==> config.mk <==
export PLATFORM = sky130hd
export DESIGN_NAME = xor_parity_scheduler
export DESIGN_NICKNAME = d
export VERILOG_FILES = /design/src/rtl/xor_sched_pkg.sv /design/src/rtl/parity_xor_stage.sv /design/src/rtl/xor_parity_scheduler.sv
export SDC_FILE = /design/constraint.sdc
export NUM_CORES = 1
export LEC_CHECK = 0
export CORE_ASPECT_RATIO = 0.6
export CORE_UTILIZATION = 44
export CTS_CLUSTER_SIZE = 12
export DETAILED_ROUTE_END_ITERATION = 10
export GPL_ROUTABILITY_DRIVEN = 0
export HOLD_SLACK_MARGIN = 0.02
export PLACE_DENSITY = 0.88
export RECOVER_POWER = 50
export SETUP_SLACK_MARGIN = 0.3
export SLEW_MARGIN = 40
export SYNTH_ARGS = -nofsm -noshare
export SYNTH_HDL_FRONTEND = slang
export SYNTH_SLANG_ARGS = --single-unit
==> constraint.sdc <==
create_clock -name clk -period 1.5 [get_ports clk]
set_input_delay 0.15 -clock clk [delete_from_list [all_inputs] [get_ports clk]]
set_output_delay 0.15 -clock clk [all_outputs]
set_load 0.01 [all_outputs]
==> src/rtl/xor_sched_pkg.sv <==
// rtl/xor_sched_pkg.sv - shared state encodings and helpers for xor_parity_scheduler
// Contents:
//   state_t  : scheduler FSM states (IDLE, SHIFT, DONE)
//   clog2()  : ceiling log2 used to size the index and bit-counter fields
package xor_sched_pkg;

  typedef enum logic [1:0] {
    IDLE  = 2'd0,
    SHIFT = 2'd1,
    DONE  = 2'd2
  } state_t;

  function automatic int clog2(input int n);
    int r;
    r = 0;
    while ((1 << r) < n) r++;
    return r;
  endfunction

endpackage

==> src/rtl/parity_xor_stage.sv <==
// rtl/parity_xor_stage.sv - bit-serial XOR accumulate stage shared by all requesters
// Ports:
//   clk, rst_n  : clock, asynchronous active-low reset
//   load        : capture load_data, clear accumulator and bit counter
//   shift       : fold sh[0] into the accumulator, shift right, count the bit
//   load_data   : word to be reduced
//   acc_next    : accumulator value including the bit currently at sh[0]
//   last        : the bit at sh[0] is the final bit of the word
module parity_xor_stage
  import xor_sched_pkg::*;
#(
  parameter int WIDTH = 8
) (
  input  logic             clk,
  input  logic             rst_n,
  input  logic             load,
  input  logic             shift,
  input  logic [WIDTH-1:0] load_data,
  output logic             acc_next,
  output logic             last
);

  localparam int CW = clog2(WIDTH);

  logic [WIDTH-1:0] sh_q, sh_d;
  logic             acc_q, acc_d;
  logic [CW-1:0]    cnt_q, cnt_d;

  // The single shared XOR cell.
  assign acc_next = acc_q ^ sh_q[0];
  assign last     = (cnt_q == CW'(WIDTH - 1));

  always_comb begin
    sh_d  = sh_q;
    acc_d = acc_q;
    cnt_d = cnt_q;
    if (load) begin
      sh_d  = load_data;
      acc_d = 1'b0;
      cnt_d = '0;
    end else if (shift) begin
      sh_d  = sh_q >> 1;
      acc_d = acc_next;
      cnt_d = cnt_q + CW'(1);
    end
  end

  always_ff @(posedge clk or negedge rst_n) begin
    if (!rst_n) begin
      sh_q  <= '0;
      acc_q <= 1'b0;
      cnt_q <= '0;
    end else begin
      sh_q  <= sh_d;
      acc_q <= acc_d;
      cnt_q <= cnt_d;
    end
  end

endmodule

==> src/rtl/xor_parity_scheduler.sv <==
// rtl/xor_parity_scheduler.sv - arbitrates NREQ requesters onto one bit-serial parity stage
// Build option: XOR_SCHED_RR_EN selects round-robin arbitration; undefined gives fixed
// priority (lowest index wins) with no pointer register.
// Ports:
//   clk, rst_n  : clock, asynchronous active-low reset
//   req         : level request per requester
//   din         : flattened words, requester i at [i*WIDTH +: WIDTH]
//   gnt         : one-hot grant pulse on the capture cycle
//   busy        : high from capture until the end of the DONE cycle
//   done        : one-cycle completion pulse
//   done_id     : index of the completed requester, held until next done
//   parity      : XOR of the completed word, held until next done
module xor_parity_scheduler
  import xor_sched_pkg::*;
#(
  parameter int NREQ  = 4,
  parameter int WIDTH = 8
) (
  input  logic                     clk,
  input  logic                     rst_n,
  input  logic [NREQ-1:0]          req,
  input  logic [NREQ*WIDTH-1:0]    din,
  output logic [NREQ-1:0]          gnt,
  output logic                     busy,
  output logic                     done,
  output logic [clog2(NREQ)-1:0]   done_id,
  output logic                     parity
);

  localparam int IW = clog2(NREQ);

  state_t          state_q, state_d;
  logic [NREQ-1:0] gnt_q, gnt_d;
  logic            busy_q, busy_d;
  logic            done_q, done_d;
  logic [IW-1:0]   done_id_q, done_id_d;
  logic            parity_q, parity_d;
  logic [IW-1:0]   win_q, win_d;

  logic [IW-1:0]    win_idx;
  logic [WIDTH-1:0] win_word;
  logic             load, shift, acc_next, last;

`ifdef XOR_SCHED_RR_EN
  logic [IW-1:0] ptr_q, ptr_d;

  // Scan downward in distance from the pointer so the closest requester
  // (searching upward with wrap) is the last one assigned.
  always_comb begin
    int j;
    win_idx = '0;
    j       = 0;
    for (int k = NREQ - 1; k >= 0; k--) begin
      j = int'(ptr_q) + k;
      if (j >= NREQ) j = j - NREQ;
      if (req[j]) win_idx = IW'(j);
    end
  end
`else
  always_comb begin
    win_idx = '0;
    for (int k = NREQ - 1; k >= 0; k--) begin
      if (req[k]) win_idx = IW'(k);
    end
  end
`endif

  assign win_word = din[int'(win_idx)*WIDTH +: WIDTH];

  parity_xor_stage #(.WIDTH(WIDTH)) u_stage (
    .clk      (clk),
    .rst_n    (rst_n),
    .load     (load),
    .shift    (shift),
    .load_data(win_word),
    .acc_next (acc_next),
    .last     (last)
  );

  always_comb begin
    state_d   = state_q;
    gnt_d     = '0;
    busy_d    = busy_q;
    done_d    = 1'b0;
    done_id_d = done_id_q;
    parity_d  = parity_q;
    win_d     = win_q;
    load      = 1'b0;
    shift     = 1'b0;
`ifdef XOR_SCHED_RR_EN
    ptr_d     = ptr_q;
`endif
    case (state_q)
      IDLE: begin
        if (|req) begin
          load    = 1'b1;
          gnt_d   = NREQ'(1) << win_idx;
          busy_d  = 1'b1;
          win_d   = win_idx;
          state_d = SHIFT;
`ifdef XOR_SCHED_RR_EN
          ptr_d   = (win_idx == IW'(NREQ - 1)) ? '0 : win_idx + IW'(1);
`endif
        end
      end
      SHIFT: begin
        shift = 1'b1;
        if (last) begin
          // acc_next already folds in the final bit on this edge.
          parity_d  = acc_next;
          done_id_d = win_q;
          done_d    = 1'b1;
          state_d   = DONE;
        end
      end
      DONE: begin
        busy_d  = 1'b0;
        state_d = IDLE;
      end
      default: state_d = IDLE;
    endcase
  end

  always_ff @(posedge clk or negedge rst_n) begin
    if (!rst_n) begin
      state_q   <= IDLE;
      gnt_q     <= '0;
      busy_q    <= 1'b0;
      done_q    <= 1'b0;
      done_id_q <= '0;
      parity_q  <= 1'b0;
      win_q     <= '0;
`ifdef XOR_SCHED_RR_EN
      ptr_q     <= '0;
`endif
    end else begin
      state_q   <= state_d;
      gnt_q     <= gnt_d;
      busy_q    <= busy_d;
      done_q    <= done_d;
      done_id_q <= done_id_d;
      parity_q  <= parity_d;
      win_q     <= win_d;
`ifdef XOR_SCHED_RR_EN
      ptr_q     <= ptr_d;
`endif
    end
  end

  assign gnt     = gnt_q;
  assign busy    = busy_q;
  assign done    = done_q;
  assign done_id = done_id_q;
  assign parity  = parity_q;

endmodule
==> run summary, run 1 <==
The run finished with clean final reports. The clock latency on the worst-skew pair came out at between 200 and 300 ps. Pin placement for this block handled 47 I/O pins. CTS placed an instance of clkbuf_8 at the clock tree root. In the final design database the tool counted 231 nets. Clock tree synthesis found a total of 25 sinks. The number of buffers added on ports came out at 46. The arrival time at the worst endpoint came out at 1420 ps. The slew at the pin with the worst max-slew slack is 622 ps. The area used by multi-input combinational logic is 674 um^2. The worst setup path is launched from a flop. Fill cells in the final layout number 177. The final worst-path setup slack came out at 217 ps. By area the synthesized netlist is led by dfrtp_1 (49%), a22o_1 (5.5%), a221oi_1 (4.8%). Subtracting the final worst setup slack from the clock period gives 1280 ps.

The global-route usage over all layers came out at 24.6%. The violation count after the first detailed-route iteration came out at 53. The antenna cell count is 0.

The worst setup path is captured at a flop. Total power for the finished layout comes to 2.84 mW. The remaining routing DRC violations came out at 0. The type of the worst setup path is reg -> reg. The max-slew violation count was 0. The required time of the critical path is ~1600 ps.

From left edge to right edge, the die measures 71.6 um. The longest clock path from root to sink contains 2 buffers. Each instance of the synthesized netlist takes up on average 10.2 um^2. The die covers around 3100 um^2. In this run the worst hold path is classified as in -> reg. The dominant cell type by area after synthesis is dfrtp_1. The first global-routing pass estimated 5.74 mm of wire.

The number of failing setup endpoints in the final timing report came out at 0. The worst ir drop on vdd is 0.577 mV. Power spread over the standard cell area amounts to approximately 1400 nW/um^2.

The final global-route overflow total came out at 0. The number of global-route vias before repair is 1,237. The share of post-route cells with drive strength above 1 came out at 26.3%. The share of flip-flops with an asynchronous set or reset after synthesis is 100%. The number of distinct library cell variants in the gate-level netlist after synthesis is 34. The first TritonRoute pass finished after 4 iterations. The number of antenna violations at the first check in global routing is 0. The most used flip-flop cell after synthesis is dfrtp_1.

CTS built an H-tree with a depth of 1. The leakage power figure is 0.942 nW. In this run the cell area of the synthesized design comes to between 1000 and 1500 um^2. Measured against its own limit, the worst slew margin works out to 58.5%. The routed design has 3.54 mm of wire. The region available for standard cell placement spans 2630 um^2. From bottom edge to top edge, the die measures 43.8 um. The TritonCTS clock tree is yes. The synthesis warning total is 0. The clock buffer count from CTS came out at 3.

The maximum number of pins on one net before global-route repair is 26. The slowest library cell on the worst path is dfrtp_1. The largest driver fanout on the critical path is 17. The share of the clock period used by the worst path after layout came out at 85.6%. The routed via count divided by cell count is roughly 5.5. In the final routed layout, each cell accounts on average for 15.9 um. The largest clock skew in the final design is 6.69 ps. The number of maximum-capacitance violations is 0. The setup slack at placement is -277 ps. The share of Yosys cell area claimed by the top area cell type came out at between 40% and 50%. Synthesis produced 125 cells. After synthesis the netlist holds a flip-flop and latch count of 25. The highest achievable clock rate came out at about 780 MHz. Summing over every cut layer, the via total after detailed routing is 1,214. After synthesis, the most frequently instantiated cells are dfrtp_1 (25), nand2_1 (12), and2_1 (9). The part of the Yosys area used for sequential elements is 48.9%.

The detail route stage leaves a number of antenna-violating nets equal to 0. The maximum cell stage delay along the critical path came out at 440 ps. The most common cell in the synthesized netlist is dfrtp_1. The post-detailed-placement half-perimeter wirelength came out at about 2.5 mm. Setup repair after global routing could not meet its margin everywhere. The synthesis-to-layout area growth is 58.3%. When the netlist entered floorplanning its net count stood at between 150 and 200.

In the final layout, flip-flops and latches occupy 627 um^2. The final count of hold timing violations is 0. The number of enable flip-flop cells after synthesis is 0. The critical path goes through nor2_1, o21ai_4, buf_12, nand3_1, o221ai_1. The count of standard-cell rows is 14. The initial core utilization came out at 48.7%. The clock-pin slew on the worst setup and hold paths came out at 90 ps.
-- final timing paths --
path | cells past startpoint | slack [ps] | to | from
setup reg to reg | 5 | 220 | u_stage.sh_q[5] | state_q[0]
max in group asynchronous | 2 | 650 | state_q[1] | rst_n
hold / removal | 4 | 280 | win_q[0] | req[2]
min in group asynchronous | 2 | 410 | done_id[0] | rst_n
hold reg to reg | 1 | 510 | done_id[0] | done_id[0]
setup / recovery | 5 | 220 | u_stage.sh_q[5] | state_q[0]
-- report_power, final --
part / switching, mW / internal (mW) / total [mW]
clock network: 0.214 / 0.186 / 0.400
logic: 0.632 / 0.700 / 1.33
registers: 0.169 / 0.936 / 1.10
total: 1.01 / 1.82 / 2.84
-- sequential cells by signal (all words and copies together), names as in the netlist --
name and cells:
u_stage.sh_q 8, gnt 4, u_stage.cnt_q 3, done_id 2
state_q 2, win_q 2, busy 1, done 1
parity 1, u_stage.acc_q 1
-- worst max-delay path, delay by kind of cell (launching register included) --
family          cells  cell delay, ps
buf+inv             1             160
flops               1             440
simple gates        2             330
compound gates      2             210
-- metal layers --
| layer | vias up | track usage [%] | wire, um |
|---|---|---|---|
| met2 | 47 | 45.1 | 1830 |
| li1 | 582 | - | - |
| met1 | 585 | 30.2 | 1480 |
| met3 | 0 | 7.67 | 224 |
| met4 | 0 | 1.57 | 0 |
| met5 | - | 0 | 0 |
-- through the flow --
step / instances / instance area (um^2) / setup TNS (ps) / util [%] / hold WS [ps]
5_1_grt: 222 / 2030 / 0 / 77.1 / 314
3_3_place_gp: 209 / 1870 / -1930 / 71.3 / 462
2_1_floorplan: 125 / 1310 / 0 / - / -146
6_report: 222 / 2030 / 0 / 77.1 / 276
4_1_cts: 218 / 1990 / 0 / 75.8 / 253
3_5_place_dp: 209 / 1870 / -2670 / 71.3 / 481
-- cells in the final DEF (no fill, tap or decap), types with 4 or more instances in the layout --
| cell type | count |
|---|---|
| nor2_1 | 6 |
| o221ai_1 | 7 |
| buf_4 | 19 |
| inv_1 | 7 |
| and2_1 | 9 |
| nand3_1 | 7 |
| dfrtp_1 | 24 |
| o21ai_0 | 4 |
| clkdlybuf4s50_1 | 32 |
| nand2_1 | 10 |
| a221oi_2 | 6 |
| a22o_1 | 8 |
| dlygate4sd2_1 | 11 |
-- final cells by class --
type                            count  share of cell area, %
Timing Repair Buffer               67                   29.8
Tap cell                           32                   1.98
Inverter                            9                   1.67
Clock inverter                      1                  0.247
Multi-Input combinational cell     85                   33.3
Sequential cell                    25                   30.9
Clock buffer                        3                   2.04
-- cells by family (layout without fill, tap and decap cells) --
logic type,count (synthesis),in the layout,synth area share (%)
simple gates,44,44,17.9
compound gates,36,36,23.5
flops,25,25,48.9
buf+inv,15,80,5.38
fa+ha+maj,2,2,1.95
mux,2,2,1.76
xor+xnor,1,1,0.684
-- timing repair --
action / CTS / global route
hold buffers: 0 / 0
pin swaps: 7 / 7
resized for setup: 25 / 11
endpoints found under the setup margin: 26 / 15
buffers inserted: 5 / 4
endpoints found under the hold margin: 0 / 0
(Power assumes the default switching activity.)
==> run 2: changes to the inputs <==
--- a/config.mk
+++ b/config.mk
@@ -5,7 +5,6 @@
 export SDC_FILE = /design/constraint.sdc
 export NUM_CORES = 1
 export LEC_CHECK = 0
-export CORE_ASPECT_RATIO = 0.6
 export CORE_UTILIZATION = 44
 export CTS_CLUSTER_SIZE = 12
 export DETAILED_ROUTE_END_ITERATION = 10
==> run 2 against run 1 <==
  * Global-route usage down 1.7 points
  * Via count is 3.7% higher
  * Critical path depth unchanged
  * Hold slack got worse by 25 ps
  * Core utilization decreased by 2.9 points
  * Sequential share of layout area is 0.30 points lower
  * Combinational power rose by 9%
  * Critical path type unchanged
  * Critical endpoint unchanged
  * Highest routed layer is now met4
  * Routed wire length decreased by 8.1%
  * Clock power decreased by 25%
  * Largest cell class is now non-clock buffers
==> run summary, run 2 (synthesis results as in run 1) <==
The critical path endpoint category is a flop. The switching power summed over all nets is 1.02 mW (+0.65%). The first-pass GRT wire length was 5.57 mm (-3.0%). The number of antenna-violating nets in the routed design came out at 0 (unchanged). The number of optimization iterations in the first detailed-route pass came out at 4 (unchanged).

The number of flip-flops under the largest register name came out at 8 (unchanged). The final count of hold timing violations is 0 (unchanged). The register with the most flip-flops is u_stage.sh_q. The sequential group share of total power came to 38.6% (-0.4 points). The antenna cell count came out at 0 (unchanged). The total routed wirelength is 3.25 mm (-8.1%). The clock latency on the worst-skew pair is 320 ps (+50 ps). The final global-route overflow total is 0 (unchanged).

The internal power of the cells is 1.82 mW (about the same). The maximum cell stage delay along the critical path was 460 ps (+20 ps). The post-detailed-placement half-perimeter wirelength is 2.31 mm (-9.3%). The share of post-route cells with drive strength above 1 came out at 24.1% (-2.2 points). The number of maximum-capacitance violations is 0 (unchanged).

The run finished with clean final reports. The number of cells on the critical path came to 5 (unchanged). The area of the placeable core came out at 2760 um^2 (+5.0%). The slack of the worst reg-to-reg path came to 180 ps (-30 ps). The synthesis-to-layout area growth is 59.8%. The arrival time at the worst endpoint came to 1520 ps (+100 ps). The clock buffer count from CTS is 3 (unchanged). The top-level I/O count came to 47 (unchanged). The area enclosed by the die boundary is 3130 um^2 (-0.23%).

The number of levels the H-tree was split into is 1 (unchanged). The path class of the tightest hold or removal check is in -> reg. The routed via count was 1,259 (+3.7%).

The maximum number of pins on one net before global-route repair is 26 (unchanged). The die span in y came out at 55.9 um (+28%). The clock-pin slew on the worst setup and hold paths is 130 ps (+40 ps).

The cell depth of the worst hold path is 2 (-2). In the layout the commonest cells are clkdlybuf4s50_1 (32), dfrtp_1 (24), buf_4 (18). The slew at the pin with the worst max-slew slack is 607 ps (-15.2 ps). The number of buffers between clock root and the deepest sink was 2 (unchanged).

The time the worst path needs with I/O delays and setup came out at 1320 ps (+33.2 ps). The clock network fraction of design power came to 10.6% (-3.5 points). The part of the power in combinational logic is 50.8% (+3.8 points).

The cell sitting at the root of the clock tree is a clkbuf_4. The largest driver fanout on the critical path is 5 (-12). The initial core utilization came to 46.4% (-2.3 points).

Setup repair after global routing could not meet its margin everywhere. The number of failing setup endpoints in the final timing report is 0 (unchanged). The final worst-path setup slack is 183 ps (-33.2 ps). The endpoint identified for the worst register-to-register timing path is u_stage.sh_q[5]. Grouping stages by cell kind, the critical path spends the most delay in flip-flops.

The total power divided by cell area is 1390 nW/um^2 (-0.70%). The number of antenna violations at the first check in global routing was 0 (unchanged). The CTS sink count is 25 (unchanged). The leakage power figure came out at 0.944 nW (+0.23%). The highest achievable clock rate came out at 760 MHz (-2.5%). The die boundary width came out at 55.9 um (-22%). The signal on the critical path passes through nor2_1, o21ai_4, buf_12, nand3_1, o221ai_1. The share of the clock period used by the worst path after layout is 87.8% (+2.2 points). The type of the worst setup path is reg -> reg. The global-route usage over all layers came to 22.9% (-1.7 points).

The worst hold slack across all endpoints is 250 ps (-25.4 ps). The source of the worst register-to-register timing path is state_q[1]. The wire length per cell after detailed routing came out at 14.6 um (-8.1%). TritonCTS built the clock tree.

The number of global-route vias before repair is 1,249 (+0.97%). STA classifies the critical path startpoint as a flop. The final layout net count came out at 232 (+0.43%).

The max-slew violation count was 0 (unchanged). The largest clock skew in the final design was 3.15 ps (-3.54 ps). The required time of the critical path came out at 1700 ps (+70 ps).

Leaving out fill and tap cells, the most frequent cell in the layout is clkdlybuf4s50_1. The normalized max-slew margin came out at 59.6% (+1.0 points). The setup slack at placement came out at -268 ps (+8.49 ps).

The number of buffers added on ports came to 46 (unchanged). The length in cells of the worst reg-to-reg path is 5 (unchanged). The count of standard-cell rows is 19 (+5). The number of hold buffers added after cts came out at 0 (unchanged). The sum of internal, switching and leakage power is 2.84 mW (+0.28%). The worst ir drop on vdd came out at 0.990 mV (+72%). On the critical path, the stage with the largest delay is an instance of dfrtp_2. The most critical setup path has its endpoint at u_stage.sh_q[5].

The remaining routing DRC violations is 0 (unchanged). The violation count after the first detailed-route iteration is 30 (-43%). The switching power as a share of total power is 35.9% (+0.13 points). The count of buffering cells on the critical path with inverters included is 1 (unchanged). The routed via count divided by cell count came to 5.67 (+3.7%). Tracing the worst setup path back leads to its startpoint at state_q[1].
run 2: cell count changes in the layout (fill, tap and decap cells not counted), sizes merged:
cell	delta
clkdlybuf4s15	+2
buf	+1
clkinv	-1
clkbuf	-1
run 2: how the worst min path moves through the flow:
stage / start / endpoint / slack [ps]
floorplan: rst_n / busy / -150
global placement: parity / parity / 470
detailed placement: u_stage.sh_q[7] / u_stage.sh_q[6] / 490
CTS: rst_n / gnt[2] / 190
global route: req[0] / gnt[0] / 260
finish: req[0] / gnt[0] / 250
run 2: timing repair:
item,CTS,global route
pin swaps,5,1
cloned,2,0
buffers inserted,7,1
endpoints found under the setup margin,24,19
endpoints found under the hold margin,0,0
gates resized for setup,19,10
run 2: power groups by stage:
stage               sequential [mW]  clock [mW]  combinational, mW
finish                         1.10       0.300               1.45
global route                   1.13       0.322               1.60
CTS                            1.09       0.300               1.38
detailed placement             1.11           0               1.17
global placement               1.10           0               1.12
floorplan                      1.10           0              0.705
run 2: per-layer routing:
layer / vias up / GRT usage (%) / routed length, um
met5: - / 0 / 0
met1: 605 / 30.0 / 1320
met4: 0 / 12.5 / 91
met3: 7 / 1.86 / 178
li1: 593 / - / -
met2: 54 / 37.9 / 1660
run 2: through the flow:
| step | cells | setup TNS [ps] | cell area [um^2] | utilization [%] |
|---|---|---|---|---|
| 3_3_place_gp | 208 | -1470 | 1870 | 67.9 |
| 3_5_place_dp | 208 | -2190 | 1870 | 67.9 |
| 6_report | 222 | 0 | 2050 | 74.2 |
| 5_1_grt | 222 | 0 | 2050 | 74.2 |
| 4_1_cts | 221 | 0 | 2010 | 72.8 |
| 2_1_floorplan | 125 | 0 | 1310 | - |
run 2: final cells by class:
cell class / count / area (um^2)
Timing Repair Buffer: 68 / 662
Fill cell: 161 / 712
Tap cell: 31 / 38.8
Sequential cell: 25 / 627
Multi-Input combinational cell: 85 / 658
Clock buffer: 4 / 26.3
Inverter: 9 / 33.8
